$ cat src/rtl/random_pkg.sv
// Shared constants, FSM state encoding and mask helper for the random range users.
package random_pkg;

   localparam int unsigned RND_W = 8;
   localparam logic [RND_W-1:0] LFSR_SEED = 8'h0F;

   typedef enum logic [1:0] {
      IDLE  = 2'd0,
      STEP  = 2'd1,
      CHECK = 2'd2
   } state_t;

   // Sets every bit below the most significant set bit of x.
   function automatic logic [31:0] smear_mask(input logic [31:0] x);
      logic [31:0] m;
      m = x;
      m = m | (m >> 1);
      m = m | (m >> 2);
      m = m | (m >> 4);
      m = m | (m >> 8);
      m = m | (m >> 16);
      return m;
   endfunction

endpackage

$ cat src/rtl/range_mask.sv
// Maps a limit (0 meaning 2^RND_W) to the effective range size and its rejection mask.
module range_mask
   import random_pkg::*;
#(
   parameter int unsigned RND_W = random_pkg::RND_W
) (
   input  logic [RND_W-1:0] limit,
   output logic [RND_W:0]   n_eff_c,
   output logic [RND_W-1:0] mask_c
);

   always_comb begin
      n_eff_c = {limit == '0, limit};
      mask_c  = RND_W'(smear_mask(32'(n_eff_c - (RND_W+1)'(1))));
   end

endmodule

$ cat src/rtl/random_range_sampler.sv
// Unbiased sampler in [0, N) using masked rejection on an external LFSR byte stream,
// with a bounded number of retries before a subtract-once fallback.
module random_range_sampler
   import random_pkg::*;
#(
   parameter int unsigned RND_W     = random_pkg::RND_W,
   parameter int unsigned MAX_TRIES = 16
) (
   input  logic             clock,
   input  logic             reset,
   input  logic             req,
   input  logic [RND_W-1:0] limit,
   input  logic [RND_W-1:0] rnd_in,
   output logic             rnd_enable,
   output logic [RND_W-1:0] value,
   output logic             valid,
   output logic             busy,
   output logic             fallback
);

   localparam int unsigned TRY_W = (MAX_TRIES > 1) ? $clog2(MAX_TRIES) : 1;

   state_t           state_q, state_d;
   logic [RND_W:0]   n_eff_q, n_eff_d;
   logic [RND_W-1:0] mask_q, mask_d;
   logic [TRY_W-1:0] tries_q, tries_d;

   logic [RND_W-1:0] value_d;
   logic             valid_d, busy_d, fallback_d, rnd_enable_d;

   logic [RND_W:0]   lim_n_eff_c;
   logic [RND_W-1:0] lim_mask_c;
   logic [RND_W:0]   cand_c;
   logic             last_try_c;

   range_mask #(.RND_W(RND_W)) u_range_mask (
      .limit   (limit),
      .n_eff_c (lim_n_eff_c),
      .mask_c  (lim_mask_c)
   );

   assign cand_c     = {1'b0, rnd_in & mask_q};
   assign last_try_c = (tries_q == TRY_W'(MAX_TRIES - 1));

   // Next-state and next-output logic; rnd_enable is raised on entry to STEP so it is high in STEP.
   always_comb begin
      state_d      = state_q;
      n_eff_d      = n_eff_q;
      mask_d       = mask_q;
      tries_d      = tries_q;
      value_d      = value;
      valid_d      = 1'b0;
      busy_d       = busy;
      fallback_d   = fallback;
      rnd_enable_d = 1'b0;

      unique case (state_q)
         IDLE: begin
            if (req) begin
               n_eff_d      = lim_n_eff_c;
               mask_d       = lim_mask_c;
               tries_d      = '0;
               busy_d       = 1'b1;
               rnd_enable_d = 1'b1;
               state_d      = STEP;
            end
         end
         STEP: begin
            state_d = CHECK;
         end
         CHECK: begin
            if (cand_c < n_eff_q) begin
               value_d    = RND_W'(cand_c);
               fallback_d = 1'b0;
               valid_d    = 1'b1;
               busy_d     = 1'b0;
               state_d    = IDLE;
            end else if (last_try_c) begin
               // mask < 2*N_eff, so a single subtraction lands inside the range.
               value_d    = RND_W'(cand_c - n_eff_q);
               fallback_d = 1'b1;
               valid_d    = 1'b1;
               busy_d     = 1'b0;
               state_d    = IDLE;
            end else begin
               tries_d      = tries_q + TRY_W'(1);
               rnd_enable_d = 1'b1;
               state_d      = STEP;
            end
         end
         default: begin
            state_d = IDLE;
         end
      endcase
   end

   // State and registered outputs; reset is synchronous and active-low.
   always_ff @(posedge clock) begin
      if (!reset) begin
         state_q    <= IDLE;
         n_eff_q    <= '0;
         mask_q     <= '0;
         tries_q    <= '0;
         value      <= '0;
         valid      <= 1'b0;
         busy       <= 1'b0;
         fallback   <= 1'b0;
         rnd_enable <= 1'b0;
      end else begin
         state_q    <= state_d;
         n_eff_q    <= n_eff_d;
         mask_q     <= mask_d;
         tries_q    <= tries_d;
         value      <= value_d;
         valid      <= valid_d;
         busy       <= busy_d;
         fallback   <= fallback_d;
         rnd_enable <= rnd_enable_d;
      end
   end

endmodule

$ cat config.mk
export PLATFORM = sky130hd
export DESIGN_NAME = random_range_sampler
export DESIGN_NICKNAME = d
export VERILOG_FILES = /design/src/rtl/random_pkg.sv /design/src/rtl/range_mask.sv /design/src/rtl/random_range_sampler.sv
export SDC_FILE = /design/constraint.sdc
export NUM_CORES = 1
export LEC_CHECK = 0
export ABC_CLOCK_PERIOD_IN_PS = 2300
export BUFFER_PORTS_ARGS = -buffer_cell sky130_fd_sc_hd__buf_2
export CAP_MARGIN = 20
export CORE_MARGIN = 4
export CORE_UTILIZATION = 57
export CTS_CLUSTER_DIAMETER = 120
export DETAILED_ROUTE_END_ITERATION = 8
export PLACE_DENSITY_LB_ADDON = 0.1
export SYNTH_ARGS = -nofsm -noshare
export SYNTH_HDL_FRONTEND = slang
export SYNTH_HIERARCHICAL = 1
export SYNTH_SLANG_ARGS = --single-unit
$ cat constraint.sdc
create_clock -name clock -period 2.3 [get_ports clock]
set_input_delay 0.23 -clock clock [delete_from_list [all_inputs] [get_ports clock]]
set_output_delay 0.23 -clock clock [all_outputs]
set_load 0.02 [all_outputs]
==> metrics.txt <==
fill cell count approximately 350; Post-synth EDFFs 0; Total GRT Usage 0.2015; Tightest Hold Check Type in2reg; top_reg_cell synth dfxtp_1; Skew-Pair Late Insertion Delay about 0.29 ns; synth top area cells dfxtp_1 (31%), nand2_1 (7.1%), a21oi_1 (6.6%); post-synth cell types 57; setup slack after placement -0.01307 ns; PortBufs 30; Util after Layout 0.6711; outcome finished, final reports clean; pwr/cell area ~620 mW/mm^2; Worst setup SP type register; maximum VDD drop 0.4192 mV; Setup Fix Bufs, Post-CTS 0; 1st-iter DRT viols 162; die area a little over 0.005 mm^2; Top Ports 31; Mapped Area ~0.0023 mm^2; Pins Over Slew Limit 0; Seq/Total Area, Yosys 0.3094; crit path DAT between 2 and 2.5 ns; Final min period around 2.2 ns; CTS clk-pin slew, worst paths roughly 0.070 ns; initial antenna violation count 0; total chip power around 1.6 mW; Worst Tran Pin Value 0.3567 ns; Antenna Diode Count 0; vias in the first global route 1833; via/cell ratio between 5 and 6; routed length on met3 ~200 um; Die Width 71.03 um; Core Box Area around 0.0037 mm^2; P_leak about 1 nW; Initial DRT Pass Iterations 4; Post-Layout Cell Count about 360; area leader, netlist dfxtp_1; TritonCTS Sinks 35; top cell type's share of synthesized area 0.3094; DRT met1 WL approximately 2.4 mm; CP Class reg2reg; Core Rows 22; CP endpoint kind register; YS warnings 6; Avg Cell Area, Syn ~8.0 um^2; post-CTS sizing 0; Final Skew approximately 0.0048 ns; f_max 0.4626 GHz; WL per Instance approximately 14 um; Post-CTS Hold Fix Bufs 0; largest net degree at the start of global routing 20; drt total wl about 4.9 mm; CP Max Fanout 12; Setup-failing EPs final 0; Initial Utilization 0.6049; placed insts approximately 350; #FFs+latches synth 35; clk root buf clkbuf_8; grt ovf 0; routability cong. 0.8863; H-tree depth 2; layout cells sized above 1 0.2110; Synth-to-Final Area Change 10.94%; Vias between 2k and 2.5k; top layer in use met4; DR DRC count 0; Final Hold Fails 0; Critical Path RT 2.53 ns; Mapped Nets 314; PnR worst setup slack roughly 0.14 ns; most frequent cells in the layout nand2_1 (43), dfxtp_1 (35), buf_2 (30); commonest non-fill, non-tap cell in the layout nand2_1; RSZ-0062 raised after global routing false; fraction of registers with async set/reset 0; DR WL met2 between 2 and 2.5 mm; fin crit share 0.9399; CTS tree built; first-pass GRT wire length approximately 8.3 mm; Cells after Synth 282; max_cap viols 0; Die Y between 70 and 80 um; post-DP HPWL around 3.8 mm; number of CTS-inserted buffers 5; post-route ant nets 0; Max clock buf depth 2; slew margin rel. 0.7560; nets approximately 340
## cell families after synthesis
family,count (synthesis),share of synthesized area
xor+xnor,7,0.02707
simple gates,110,0.2619
mux,6,0.02762
fa+ha+maj,13,0.07514
compound gates,75,0.2177
flops,35,0.3094
buf+inv,36,0.08121
## path summary, 6_finish.rpt
check	from	end	slack, ns	depth (start not counted)
setup / recovery	mask_q[3]	value[1]	0.14	9
hold / removal	limit[1]	n_eff_q[1]	0.24	3
setup reg to reg	mask_q[3]	value[1]	0.14	9
hold reg to reg	mask_q[7]	mask_q[7]	0.45	2
## cell type report
class                           instances  area [um^2]  area share
Multi-Input combinational cell        211         1393      0.5543
Sequential cell                        35        700.7      0.2789
Timing Repair Buffer                   39        221.5     0.08815
Clock buffer                            7        76.32     0.03038
Tap cell                               48        60.06     0.02390
Inverter                               15        56.30     0.02241
Clock inverter                          1        5.005    0.001992
## state kept, by name (all words and copies together) (netlist names)
name        count
tries_q         4
value           8
mask_q          8
valid           1
busy            1
n_eff_q         9
fallback        1
state_q         2
rnd_enable      1
## stage by stage
step | hold WS (ns) | setup TNS (ns) | instance area, um^2
5_1_grt | 0.2725 | 0 | 2512
6_report | 0.2447 | 0 | 2512
3_5_place_dp | 0.4440 | -0.01307 | 2415
3_3_place_gp | 0.4410 | 0 | 2415
4_1_cts | 0.2481 | 0 | 2496
2_1_floorplan | 0.3678 | 0 | 2265
## cells in the mapped netlist, types with 4 or more instances
cell / n
nand2_1: 43
dfxtp_1: 35
a21oi_1: 30
inv_1: 15
o21ai_0: 15
ha_1: 12
and2_1: 11
nor2_1: 11
buf_4: 8
clkbuf_1: 8
nand2b_1: 7
nor3_1: 7
nand3b_1: 6
a31oi_1: 5
xnor2_1: 5
mux2i_1: 4
## critical path, stage by stage (launching register included)
cell,delay [ns]
dfxtp_1,0.32
and2_1,0.16
ha_1,0.36
a21o_1,0.21
a21oi_2,0.20
nand2_2,0.12
a221oi_4,0.32
buf_6,0.20
o21ai_0,0.11
a21oi_2,0.12
## where the power goes
part           switching, mW  total (mW)  internal [mW]
Clock                  0.218       0.430          0.212
Sequential            0.0180       0.660          0.642
Combinational          0.265       0.463          0.199
Total                  0.500        1.55           1.05
## metal layers
| metal | vias up | track usage |
|---|---|---|
| met5 | - | 0 |
| met4 | 0 | 0.06263 |
| met3 | 7 | 0.03409 |
| met2 | 46 | 0.3193 |
| met1 | 918 | 0.2795 |
| li1 | 1037 | - |
(Power assumes the default switching activity.)
